<file path="src/rtl/exec_sched.sv">
// ---------------------------------------------------------------------------
// exec_sched -- issue / write-back scheduler for N_UNIT functional units
//
// Purpose:
//   Routes one issue request per cycle from the instruction window to a
//   one-hot selected functional unit. It tracks each unit's outstanding op
//   (destination tag plus result) and arbitrates one result per cycle onto a
//   registered write-back port using a round-robin pointer. A flush discards
//   every pending result. Ops still executing are marked DROP, so their
//   eventual completion pulse is swallowed.
//
// Ports:
//   clk         in   single clock, all state on rising edge
//   rstn        in   asynchronous active-low reset
//   order       in   issue request from instruction window
//   unit_sel    in   [N_UNIT]           one-hot target unit of the request
//   pa_rd_in    in   [LEN_TAG]          destination tag of the request
//   accepted    out  request taken this cycle (combinational)
//   u_order     out  [N_UNIT]           per-unit issue strobe (combinational)
//   u_accepted  in   [N_UNIT]           per-unit accept, same cycle as u_order
//   u_done      in   [N_UNIT]           per-unit one-cycle completion pulse
//   u_rd        in   [N_UNIT*LEN_DATA]  per-unit results, unit i at i*LEN_DATA
//   flush       in   discard all in-flight and pending results
//   wb_valid    out  registered write-back strobe
//   wb_pa       out  [LEN_TAG]          write-back tag (holds when idle)
//   wb_data     out  [LEN_DATA]         write-back data (holds when idle)
//   unit_busy   out  [N_UNIT]           unit state is not IDLE
// ---------------------------------------------------------------------------
module exec_sched #(
  parameter int N_UNIT   = 4,
  parameter int LEN_TAG  = 7,
  parameter int LEN_DATA = 32
) (
  input  logic                       clk,
  input  logic                       rstn,
  input  logic                       order,
  input  logic [N_UNIT-1:0]          unit_sel,
  input  logic [LEN_TAG-1:0]         pa_rd_in,
  output logic                       accepted,
  output logic [N_UNIT-1:0]          u_order,
  input  logic [N_UNIT-1:0]          u_accepted,
  input  logic [N_UNIT-1:0]          u_done,
  input  logic [N_UNIT*LEN_DATA-1:0] u_rd,
  input  logic                       flush,
  output logic                       wb_valid,
  output logic [LEN_TAG-1:0]         wb_pa,
  output logic [LEN_DATA-1:0]        wb_data,
  output logic [N_UNIT-1:0]          unit_busy
);

  localparam int PTR_W = (N_UNIT > 1) ? $clog2(N_UNIT) : 1;

  typedef enum logic [1:0] {
    S_IDLE   = 2'd0,
    S_BUSY   = 2'd1,
    S_RESULT = 2'd2,
    S_DROP   = 2'd3
  } state_t;

  // Per-unit bookkeeping
  state_t              r_state [N_UNIT];
  logic [LEN_TAG-1:0]  r_tag   [N_UNIT];
  logic [LEN_DATA-1:0] r_res   [N_UNIT];
  logic [PTR_W-1:0]    r_rr_ptr;

  // Registered write-back port
  logic                r_wb_valid;
  logic [LEN_TAG-1:0]  r_wb_pa;
  logic [LEN_DATA-1:0] r_wb_data;

  // Combinational helpers
  logic [LEN_DATA-1:0] w_rd [N_UNIT];
  logic                w_onehot;
  logic [N_UNIT-1:0]   w_req;
  logic [N_UNIT-1:0]   w_fresh;
  logic [N_UNIT-1:0]   w_cand;
  logic [N_UNIT-1:0]   w_gnt;
  logic [N_UNIT-1:0]   w_take;
  logic                w_gnt_vld;
  logic [PTR_W-1:0]    w_gnt_idx;
  logic [LEN_TAG-1:0]  w_wb_tag;
  logic [LEN_DATA-1:0] w_wb_data;

  genvar gi;
  generate
    for (gi = 0; gi < N_UNIT; gi++) begin : g_unit
      assign w_rd[gi]      = u_rd[gi*LEN_DATA +: LEN_DATA];
      assign unit_busy[gi] = (r_state[gi] != S_IDLE);
    end
  endgenerate

  // Exactly one bit set: non-zero and clearing the lowest set bit leaves zero.
  assign w_onehot = (unit_sel != '0) &&
                    ((unit_sel & (unit_sel - {{(N_UNIT-1){1'b0}}, 1'b1})) == '0);

  // Candidates for write-back this cycle. Besides units already holding a
  // result, a unit whose result arrives this very cycle (BUSY + u_done, or a
  // fresh accept with same-cycle u_done on an IDLE unit) may be granted
  // straight from u_rd. That bypass gives the one-cycle done-to-write-back
  // latency. A fresh accept only counts on an IDLE unit. This keeps the
  // grant independent of the reissue path of a RESULT unit and avoids a
  // combinational loop.
  always_comb begin
    w_req   = '0;
    w_fresh = '0;
    w_cand  = '0;
    for (int i = 0; i < N_UNIT; i++) begin
      w_req[i]   = order & unit_sel[i] & w_onehot & ~flush;
      w_fresh[i] = w_req[i] & (r_state[i] == S_IDLE) & u_accepted[i] & u_done[i];
      w_cand[i]  = ~flush & ((r_state[i] == S_RESULT) |
                             ((r_state[i] == S_BUSY) & u_done[i]) |
                             w_fresh[i]);
    end
  end

  // Round-robin grant: the first candidate at or above r_rr_ptr, wrapping.
  always_comb begin
    int idx;
    idx       = 0;
    w_gnt_vld = 1'b0;
    w_gnt_idx = '0;
    w_gnt     = '0;
    for (int k = 0; k < N_UNIT; k++) begin
      idx = int'(r_rr_ptr) + k;
      if (idx >= N_UNIT) idx = idx - N_UNIT;
      if (!w_gnt_vld && w_cand[idx]) begin
        w_gnt_vld = 1'b1;
        w_gnt_idx = PTR_W'(idx);
      end
    end
    for (int i = 0; i < N_UNIT; i++) begin
      w_gnt[i] = w_gnt_vld && (int'(w_gnt_idx) == i);
    end
  end

  // Issue strobes. A RESULT unit becomes issuable in the cycle its result is
  // drained. Also selects the write-back source, which is either the stored
  // result or the bypassed live result.
  always_comb begin
    u_order = '0;
    for (int i = 0; i < N_UNIT; i++) begin
      u_order[i] = w_req[i] & ((r_state[i] == S_IDLE) |
                               ((r_state[i] == S_RESULT) & w_gnt[i]));
    end
    w_take   = u_order & u_accepted;
    accepted = |w_take;

    w_wb_tag  = r_tag[w_gnt_idx];
    w_wb_data = r_res[w_gnt_idx];
    if (r_state[w_gnt_idx] != S_RESULT) w_wb_data = w_rd[w_gnt_idx];
    if (r_state[w_gnt_idx] == S_IDLE)   w_wb_tag  = pa_rd_in;
  end

  always_ff @(posedge clk or negedge rstn) begin
    if (!rstn) begin
      for (int i = 0; i < N_UNIT; i++) begin
        r_state[i] <= S_IDLE;
        r_tag[i]   <= '0;
        r_res[i]   <= '0;
      end
      r_rr_ptr   <= '0;
      r_wb_valid <= 1'b0;
      r_wb_pa    <= '0;
      r_wb_data  <= '0;
    end else begin
      // Write-back stage
      if (w_gnt_vld) begin
        r_wb_valid <= 1'b1;
        r_wb_pa    <= w_wb_tag;
        r_wb_data  <= w_wb_data;
        r_rr_ptr   <= (int'(w_gnt_idx) == N_UNIT - 1) ? '0 : w_gnt_idx + PTR_W'(1);
      end else begin
        r_wb_valid <= 1'b0;
      end

      // Per-unit state
      for (int i = 0; i < N_UNIT; i++) begin
        if (flush) begin
          // Executing ops are dropped. A completion in the flush cycle
          // itself just retires the unit, without capturing a result.
          case (r_state[i])
            S_RESULT: r_state[i] <= S_IDLE;
            S_BUSY:   r_state[i] <= u_done[i] ? S_IDLE : S_DROP;
            S_DROP:   if (u_done[i]) r_state[i] <= S_IDLE;
            default:  r_state[i] <= r_state[i];
          endcase
        end else if (w_take[i]) begin
          r_tag[i] <= pa_rd_in;
          if (u_done[i]) begin
            r_res[i] <= w_rd[i];
            // Only a fresh accept on an IDLE unit can have been drained in
            // this cycle. A reissued RESULT unit was granted for its old op.
            r_state[i] <= (w_gnt[i] && (r_state[i] == S_IDLE)) ? S_IDLE : S_RESULT;
          end else begin
            r_state[i] <= S_BUSY;
          end
        end else begin
          case (r_state[i])
            S_BUSY: if (u_done[i]) begin
              r_res[i]   <= w_rd[i];
              r_state[i] <= w_gnt[i] ? S_IDLE : S_RESULT;
            end
            S_RESULT: if (w_gnt[i]) r_state[i] <= S_IDLE;
            S_DROP:   if (u_done[i]) r_state[i] <= S_IDLE;
            default:  r_state[i] <= r_state[i];
          endcase
        end
      end
    end
  end

  assign wb_valid = r_wb_valid;
  assign wb_pa    = r_wb_pa;
  assign wb_data  = r_wb_data;

endmodule

</file>
<file path="config.mk">
export PLATFORM = sky130hd
export DESIGN_NAME = exec_sched
export DESIGN_NICKNAME = d
export VERILOG_FILES = /design/src/rtl/exec_sched.sv
export SDC_FILE = /design/constraint.sdc
export NUM_CORES = 1
export LEC_CHECK = 0
export ABC_AREA = 1
export ABC_CLOCK_PERIOD_IN_PS = 3850
export CAP_MARGIN = 0
export CORE_ASPECT_RATIO = 2
export CORE_UTILIZATION = 54
export DETAILED_ROUTE_END_ITERATION = 12
export HOLD_SLACK_MARGIN = 0.12
export PLACE_DENSITY = 0.9
export SYNTH_ARGS = -nofsm -noshare
export SYNTH_HDL_FRONTEND = slang
export SYNTH_SLANG_ARGS = --single-unit
export TNS_END_PERCENT = 50
</file>
<file path="constraint.sdc">
create_clock -name clk -period 3.85 [get_ports clk]
set_input_delay 0.385 -clock clk [delete_from_list [all_inputs] [get_ports clk]]
set_output_delay 0.385 -clock clk [all_outputs]
set_load 0.1 [all_outputs]
</file>
## Word-level counts from Yosys, hierarchy flattened

Index checks and enable logic that the tools add are counted.

| operators by class | value |
|---|---|
| bitwise logic cells | 56 |
| eq/ne operators | 28 |
| reductions and logical operators | 48 |
| $lt $le $gt $ge | 9 |
| multiplexer cells | 96 |
| add/subtract/negate cells | 9 |

Operator list:

| kind | count |
|---|---|
| 2-to-1 mux 32 bit | 21 |
| binary-select mux 32 bit (select 2 bit) | 2 |
| less-than comparator 32 x 4 -> 1 bit (second input constant) | 4 |
| 2-to-1 mux 2 bit | 43 |
| one-hot mux 2 bit (3 select lines) | 8 |
| bitwise AND 1 bit | 40 |
| inequality test 4 bit (second input constant) | 8 |
| 2-to-1 mux 7 bit | 3 |
| equality test 2 bit (second input constant) | 10 |
| nonzero test 4 bit | 5 |
| inequality test 4 x 1 -> 1 bit (second input constant) | 4 |
| AND reduction 2 bit | 8 |
| AND reduction 4 bit | 4 |
| nonzero test 2 bit | 8 |
| binary-select mux 7 bit (select 2 bit) | 1 |
| 2-to-1 mux 1 bit | 13 |
| greater-or-equal comparator 3 bit (second input constant) | 4 |
| logical AND 1 bit | 12 |
| zero test 2 bit | 6 |
| OR 1 bit | 12 |
| subtractor 3 x 3 -> 4 bit (second input constant) | 3 |
| equality test 2 x 1 -> 1 bit (second input constant) | 5 |
| bitwise AND 4 bit | 2 |
| binary-select mux 1 bit (select 2 bit) | 4 |
| other kinds (13) | 16 |

| word-level totals | value |
|---|---|
| input port bits | 151 |
| output and inout bits | 49 |
| bits in registers | 206 |

## Longest topological paths before layout

Gate-level depths: netlist of the first run.

| depth | value |
|---|---|
| depth in word-level cells | 32 |
| mapped depth | 28 |

## Worst setup path after synthesis of the first run

Ideal clock, no wire load.

| timing path | value |
|---|---|
| path type | input port to flip-flop |
| from | input flush |
| to | register r_state[5] (netlist name) |
| path buffers | 4 |
| arrival time | 4.869 ns |
| slack | -1.137 ns |
| stages on the path | 21 |
| data required time | 3.732 ns |
| setup time | 0.118 ns |
| cells stage by stage | buf_4 > buf_4 > nor2_1 > nand2_1 > nand3_1 > nand2_1 > o21ai_0 > nor2_2 > nand2_1 > nand2_1 > nor2_2 > buf_4 > buf_2 > ha_1 > nand2_1 > a21boi_0 > nand3_1 > nand3_1 > nand2_1 > nand2_1 > nand2_1 |

| on the way | value |
|---|---|
| cells in the longest elaborated chain, start to end | 28 |
| elaborated cells on any way between the ends | 70 |
| those cells by class | 4 x eq/ne; 27 x mux; 29 x bitwise; 10 x reduce/logical |

RTL lines:

| what | RTL line | text |
|---|---|---|
| from (decl) | 44 | `input logic flush,` |
| inverter 1 bit (no source line) * | n/a |  |
| bitwise AND 1 bit | 108 | `w_req[i] = order & unit_sel[i] & w_onehot & ~flush;` |
| bitwise AND 1 bit (3 in series) | 109 | `w_fresh[i] = w_req[i] & (r_state[i] == S_IDLE) & u_accepted[i] & u_done[i];` |
| OR 1 bit | 111 | `((r_state[i] == S_BUSY) & u_done[i]) \|` |
| bitwise AND 1 bit | 110 | `w_cand[i] = ~flush & ((r_state[i] == S_RESULT) \|` |
| binary-select mux 1 bit (select 2 bit) | 126 | `if (!w_gnt_vld && w_cand[idx]) begin` |
| 2-to-1 mux 1 bit (not written as such) (2 in series) | 126 |  |
| 2-to-1 mux 1 bit | 126 |  |
| [10 not listed] | n/a |  |
| logical AND 1 bit | 132 | `w_gnt[i] = w_gnt_vld && (int'(w_gnt_idx) == i);` |
| bitwise AND 1 bit | 143 | `((r_state[i] == S_RESULT) & w_gnt[i]));` |
| OR 1 bit | 142 | `u_order[i] = w_req[i] & ((r_state[i] == S_IDLE) \|` |
| bitwise AND 1 bit * | 142 |  |
| via u_order[1] | 40 | `output logic [N_UNIT-1:0] u_order,` |
| bitwise AND 4 bit * | 145 | `w_take = u_order & u_accepted;` |
| inequality test 4 bit (no source line) (tied with other cells) | n/a |  |
| AND reduction 4 bit (no source line) / 2-to-1 mux 2 bit (equally long branches) | n/a |  |
| to (signal, indexed assignment) | 183 | `S_BUSY: r_state[i] <= u_done[i] ? S_IDLE : S_DROP;` |
| to (signal, indexed assignment) | 185 | `default: r_state[i] <= r_state[i];` |
| to (signal, indexed assignment) | 193 | `r_state[i] <= (w_gnt[i] && (r_state[i] == S_IDLE)) ? S_IDLE : S_RESULT;` |
| to (decl) | 61 | `state_t r_state [N_UNIT];` |

The timed path passes the listed nets; every way through them passes the cells marked *. The select of a mux whose other input is x is not followed.
A chain may end at the register's enable or synchronous reset.

## Worst setup path in the final report of the first run

| timing path | value |
|---|---|
| from | register r_state[2] (netlist name) |
| to | output accepted |

| on the way | value |
|---|---|
| cells in the longest elaborated chain, start to end | 26 |
| elaborated cells on any way between the ends | 58 |
| those cells by class | 5 x eq/ne; 20 x mux; 20 x bitwise; 13 x reduce/logical |

RTL lines:

| what | RTL line | text |
|---|---|---|
| zero test 2 bit | 109, 142 |  |
| bitwise AND 1 bit (3 in series) | 109 |  |
| OR 1 bit | 111 |  |
| bitwise AND 1 bit | 110 |  |
| binary-select mux 1 bit (select 2 bit) | 126 |  |
| 2-to-1 mux 1 bit (not written as such) (2 in series) | 126 |  |
| 2-to-1 mux 1 bit | 126 |  |
| zero test 1 bit | 126 |  |
| [7 not listed] | n/a |  |
| 2-to-1 mux 2 bit | 126 |  |
| equality test 2 bit (tied with other cells) | 132 |  |
| logical AND 1 bit | 132 |  |
| bitwise AND 1 bit | 143 |  |
| OR 1 bit | 142 |  |
| bitwise AND 1 bit | 142 |  |
| bitwise AND 4 bit * | 145 |  |
| OR reduction 4 bit * | 146 | `accepted = \|w_take;` |
| to (decl) | 39 | `output logic accepted,` |

Mark *: on every way between the ends. The rest lies on a longest branch, timed or not. The select of a mux whose other input is x is not followed.

==> impl_results.md, run 1 <==
- Status: completed
- Hold path start: u_rd[71]
- Routability-driven placement congestion ratio: 1.03
- DR WL met2: 20.6 mm
- Area of the die: 22600 sq um
- Endpoints failing hold: 0
- CTS max path bufs: 3
- Synth top area share: 0.435
- Critical-path top delay cell: dfrtp_2
- Final WL: 39.8 mm
- Clk sinks: 206
- Grt ovf: 0
- Crit Path Category: register to primary output
- Core ar.: 21500 sq um
- Crit path time final: 3660 ps
- Fin crit share: 0.952
- Top Layer Used: met4
- Syn_nets: 1815
- Worst Path Required: 3460 ps
- Setup violators final: 0
- Cell Rows: 76
- GRT Util Overall: 0.358
- CTS H-tree lvls: 1
- DR iter-0 viols: 1104
- Min-delay worst type: input pin to register
- Vias in the first global route: 12509
- Synth Warn #: 0
- Max Cap Violations: 0
- Multi-input logic area: 5730 sq um
- Flop-to-flop setup slack: 480 ps
- Area leader, netlist: dfrtp_1
- CTS tree: yes
- Async set-reset flop share out of synthesis: 1.00
- Distinct cells, synth: 31
- Register area share after synthesis: 0.435
- Synth top cells by count: nand2_1 (624), nand3_1 (220), dfrtp_1 (206), inv_1 (138), o21ai_0 (105)
- Endpoint class of the critical path: primary output
- Max-slew violations: 0
- Routed vias/inst: 5.99
- Worst r2r src: r_state[2]
- Share of cells above drive strength 1: 0.0823
- Layout area overhead: 26.6%
- Hold path depth: 3
- DRT Pass-1 Iters: 6
- Post-Syn Area per Cell: 7.15 sq um
- Post-Route Utilization: 0.698
- Fill cell count: 1763
- Clock Skews: 10.4 ps
- Clk Latency, worst-skew pair: 510 ps
- First-pass GRT wire length: 62.5 mm
- Initial antenna violation count: 1
- Yosys reg bits: 206
- Post-synth EDFFs: 0
- Most common cell in the netlist: nand2_1
- Worst relative slew slack: 0.306
- Reg area: 5160 sq um
- CTS Buf Count: 20
- Crit-path cells: inv_2 > ha_4 > nand2_1 > inv_1 > nand3_1 > nand2_1 > nand2_2 > nand2_1 > nand3_1 > nand2_2 > nand2_1 > nand2_1 > nand2_2 > nand3_4 > buf_6 > ha_4 > nand2_4 > o21ai_4 > nand3_4 > nand4_1 > buf_12
- Io pins: 200
- Reg2reg end: wb_data[0]
- Wire per inst: 19.0 microns
- # nets final: 1969
- Cell count after synthesis: 1656
- CP max stage delay: 450 ps
- Hold EP: r_res[39]
- Type of origin of the critical path: register
- Die W: 107 microns
- Synth area leaders: dfrtp_1 (44%), nand2_1 (20%), nand3_1 (9.3%)
- Post-Syn Area: 11800 sq um
- Worst R2R Path Depth: 23
- Arr. time, crit path: 3280 ps
- Die Span Y: 211 microns
- Detailed-route DRC error count: 0
- Pin count of the biggest net entering global routing: 158
- Post-DRT Antenna Nets: 0
- Root buffer cell: clkbuf_16
- CP most frequent cell: nand2_1
- Clk slew on worst S/H paths: 70 ps
- Port bufs: 199
- Fmax: 273 MHz
- CP max FO: 8
- Via count: 12556
- Top FF cell, synth: dfrtp_1
- Initial Utilization: 0.551
- Slew of the pin with the lowest slew margin: 1040 ps
- WL met3: 2.86 mm
- Post-DP HPWL: 26.5 mm
- Metal-1 WL: 13.1 mm
area by class of cell:
class,instances,share of cell area
Multi-Input combinational cell,1189,0.382
Tap cell,273,0.0228
Inverter,142,0.0355
Antenna cell,1,0.000167
Clock buffer,29,0.0404
Clock inverter,6,0.00267
Timing Repair Buffer,251,0.173
Sequential cell,206,0.344
layout by cell type (no fill, tap or decap), drive strengths merged:
master / instances
ha: 8
clkbuf: 30
o21ai: 138
xnor2: 1
clkinv: 6
inv: 142
dlymetal6s2s: 1
buf: 56
nor2: 29
nand3: 226
dfrtp: 206
and2: 1
clkdlybuf4s50: 192
a21boi: 2
nand4: 76
diode: 1
dlygate4sd3: 1
a21oi: 7
nor3b: 1
nand2: 629
o211ai: 68
nor3: 3
logic make-up after synthesis:
logic type | after synthesis | share of synthesized area
xor+xnor | 1 | 0.000739
flops | 206 | 0.435
compound gates | 215 | 0.106
simple gates | 965 | 0.354
buf+inv | 261 | 0.0950
fa+ha+maj | 8 | 0.00845
timing repair:
item | 4_1_cts | 5_1_grt
buffers inserted | 0 | 5
endpoints found under the hold margin | 90 | 0
hold buffers | 1 | 0
pin swaps | 0 | 11
endpoints found under the setup margin | 2 | 3
gates resized for setup | 4 | 34
per-layer routing:
metal / track usage / up-vias
li1: - / 5749
met1: 0.374 / 5914
met2: 0.625 / 702
met3: 0.0557 / 191
met4: 0.290 / 0
met5: 0 / -
worst max-delay path: cells and delay by family (launching register included):
kind	cells	cell delay, ps
buffers and inverters	4	510
AND/OR/NAND/NOR	14	1290
AO/OA/AOI/OAI	1	210
flip-flops	1	450
adder cells (fa/ha/maj)	2	310
worst max-delay path by stage:
| stage | from | endpoint |
|---|---|---|
| 6_report | r_state[2] | accepted |
| 2_1_floorplan | r_state[3] | accepted |
| 5_1_grt | unit_sel[3] | accepted |
| 3_5_place_dp | unit_sel[2] | wb_data[0] |
| 3_3_place_gp | unit_sel[2] | wb_data[0] |
| 4_1_cts | r_state[3] | accepted |
sequential cells by signal, indices dropped and copies added, names as in the netlist:
register / count
r_state: 8
wb_valid: 1
wb_data: 32
r_res: 128
wb_pa: 7
r_rr_ptr: 2
r_tag: 28
stage by stage:
step	setup WS [ps]	std cells	TNS (ps)	cell area (sq um)	hold WS [ps]
2_1_floorplan	-406	1656	-406	11900	89.4
3_3_place_gp	164	2055	0	14200	453
3_5_place_dp	88.2	2055	0	14200	459
4_1_cts	6.70	2091	0	14900	453
5_1_grt	-20.7	2097	-20.7	15000	462
6_report	186	2097	0	15000	456
Power of run 1 is not shown: default switching activity piles up to over one toggle a cycle in this logic, so the estimate is an artifact.
==> run 2, diff against run 1 <==
CORE_UTILIZATION = 56   (was 54)
CTS_BUF_LIST = sky130_fd_sc_hd__clkbuf_8   (was unset)
PLACE_DENSITY = 0.93   (was 0.9)
==> run 2 against run 1 <==
Non-clock buffer count up 7. Worst hold slack worse by 67 ps. Cell area down 0.21%. Cell count up 0.76%. Maximum frequency down 1.8%. Highest routed layer unchanged. Via count up 1.6%. Critical path type is now input pin to primary output. Global-route usage up 0.94 points. Clock-buffer cell count up 8. Clock skew up 5.1 ps. Register-to-register slack worse by 50 ps.
==> impl_results.md, run 2 (same netlist as run 1, synthesis figures left out) <==
- Status: completed
- Clock Skews: 15.5 ps
- Fin crit share: 0.969
- Max reg flops: 128
- Die Span Y: 208 microns
- Layout area overhead: 26.3%
- Root buffer cell: clkbuf_8
- Pin count of the biggest net entering global routing: 120
- Io pins: 200
- Flop-to-flop setup slack: 430 ps
- CTS tree: yes
- Crit Path Category: input pin to primary output
- First-pass GRT wire length: 63.4 mm
- Area of the die: 21800 sq um
- Post-route cell area: 15000 sq um
- GRT Util Overall: 0.367
- Vias in the first global route: 12846
- DRT Pass-1 Iters: 6
- Via count: 12761
- Detailed-route DRC error count: 0
- Initial Utilization: 0.576
- Top reg by flops: r_res
- Post-DP HPWL: 27.0 mm
- Max Cap Violations: 0
- Hold path depth: 3
- Antenna cells: 0
- Clk Latency, worst-skew pair: 580 ps
- Hold path start: u_rd[90]
- Fmax: 268 MHz
- CTS Buf Count: 29
- Worst R2R Path Depth: 23
- Slew of the pin with the lowest slew margin: 1040 ps
- Type of origin of the critical path: input pin
- Worst r2r src: r_state[3]
- Most frequent cells in the layout: nand2_1 (614), nand3_1 (217), dfrtp_1 (201), clkdlybuf4s50_1 (192), inv_1 (144)
- DR iter-0 viols: 1111
- Routability-driven placement congestion ratio: 0.940
- Share of cells above drive strength 1: 0.0883
- CTS H-tree lvls: 1
- Worst relative slew slack: 0.307
- Clk sinks: 206
- Initial antenna violation count: 0
- CTS max path bufs: 3
- Grt ovf: 0
- Endpoint class of the critical path: primary output
- # nets final: 1985
- Post-DRT Antenna Nets: 0
- Max-slew violations: 0
- CP max FO: 3
- Routed vias/inst: 6.04
- Endpoints failing hold: 0
- Min-delay worst type: input pin to register
- Clk slew on worst S/H paths: 70 ps
- Port bufs: 199
- Most common cell after layout, fill and taps aside: nand2_1
- Worst Path Required: 3460 ps
- Core ar.: 20600 sq um
- Hold EP: r_res[58]
- Setup violators final: 0
- Wire per inst: 19.0 microns
- Crit path time final: 3730 ps
- Final WL: 40.1 mm
- Arr. time, crit path: 3350 ps
- Reg2reg end: wb_data[10]
- Die W: 105 microns
- Placed inst area: 14200 sq um
- Cell Rows: 74
-- run 2: cell count changes in the layout (fill, tap and decap cells not counted), moves of 2 or more --
cell | previous run | this run
buf_4 | 38 | 46
clkbuf_1 | 3 | 0
clkinv_2 | 4 | 2
inv_2 | 10 | 8
clkbuf_16 | 21 | 1
clkbuf_8 | 6 | 38
inv_1 | 131 | 144
-- run 2: layer usage --
metal	routed length [microns]	global-route usage	vias to the layer above	part of all wire
met5	0	0	-	0
met4	3740	0.306	0	0.093
met3	3380	0.0587	245	0.084
met2	20100	0.638	874	0.50
met1	12900	0.384	5873	0.32
li1	-	-	5769	-
-- run 2: repair_timing --
item,CTS,global route
pin swaps,1,10
buffers inserted,0,6
gates cloned,0,1
endpoints found under the hold margin,115,0
gates resized for setup,4,26
endpoints found under the setup margin,2,4
hold buffers,1,0
-- run 2: critical path, cell delays in order --
cell	delay (ps)
clkdlybuf4s50_1	460
nor2_2	160
nand4_1	200
nor2_2	180
nand2_1	80
nand2_1	60
nand2_1	60
nand3_1	80
nand2_1	120
o21ai_2	180
nor2_4	70
nand2_1	60
nand2_1	80
nor2_4	150
buf_4	150
ha_1	180
nand2_2	100
nand2_1	90
nand3_2	100
nand4_1	200
buf_12	200
-- run 2: per-stage QoR --
step | worst slack [ps] | instances | util | hold slack, ps | setup TNS (ps)
CTS | 13.0 | 2106 | 0.721 | 373 | 0
global placement | 203 | 2053 | 0.692 | 455 | 0
global route | -55.2 | 2113 | 0.728 | 381 | -89.9
floorplan | -406 | 1656 | - | 89.4 | -406
detailed placement | 102 | 2053 | 0.692 | 459 | 0
finish | 119 | 2113 | 0.728 | 389 | 0
-- run 2: how the worst max path moves through the flow --
stage                      from          end  depth (start not counted)
global route        unit_sel[3]     accepted                         22
global placement    unit_sel[0]  wb_data[20]                         24
CTS                  r_state[3]     accepted                         21
finish              unit_sel[3]     accepted                         21
floorplan            r_state[3]     accepted                         23
detailed placement  unit_sel[0]  wb_data[23]                         24
-- run 2: cell type report --
| class | count | area (sq um) |
|---|---|---|
| clock buffers | 37 | 509 |
| fillers | 1561 | 5590 |
| flip-flops and latches | 206 | 5160 |
| multi-input cells | 1189 | 5710 |
| inverters | 142 | 533 |
| clock inverters | 15 | 71.3 |
| repair buffers | 258 | 2660 |
| well taps | 266 | 333 |
Power of run 2 is left out for the same reason.
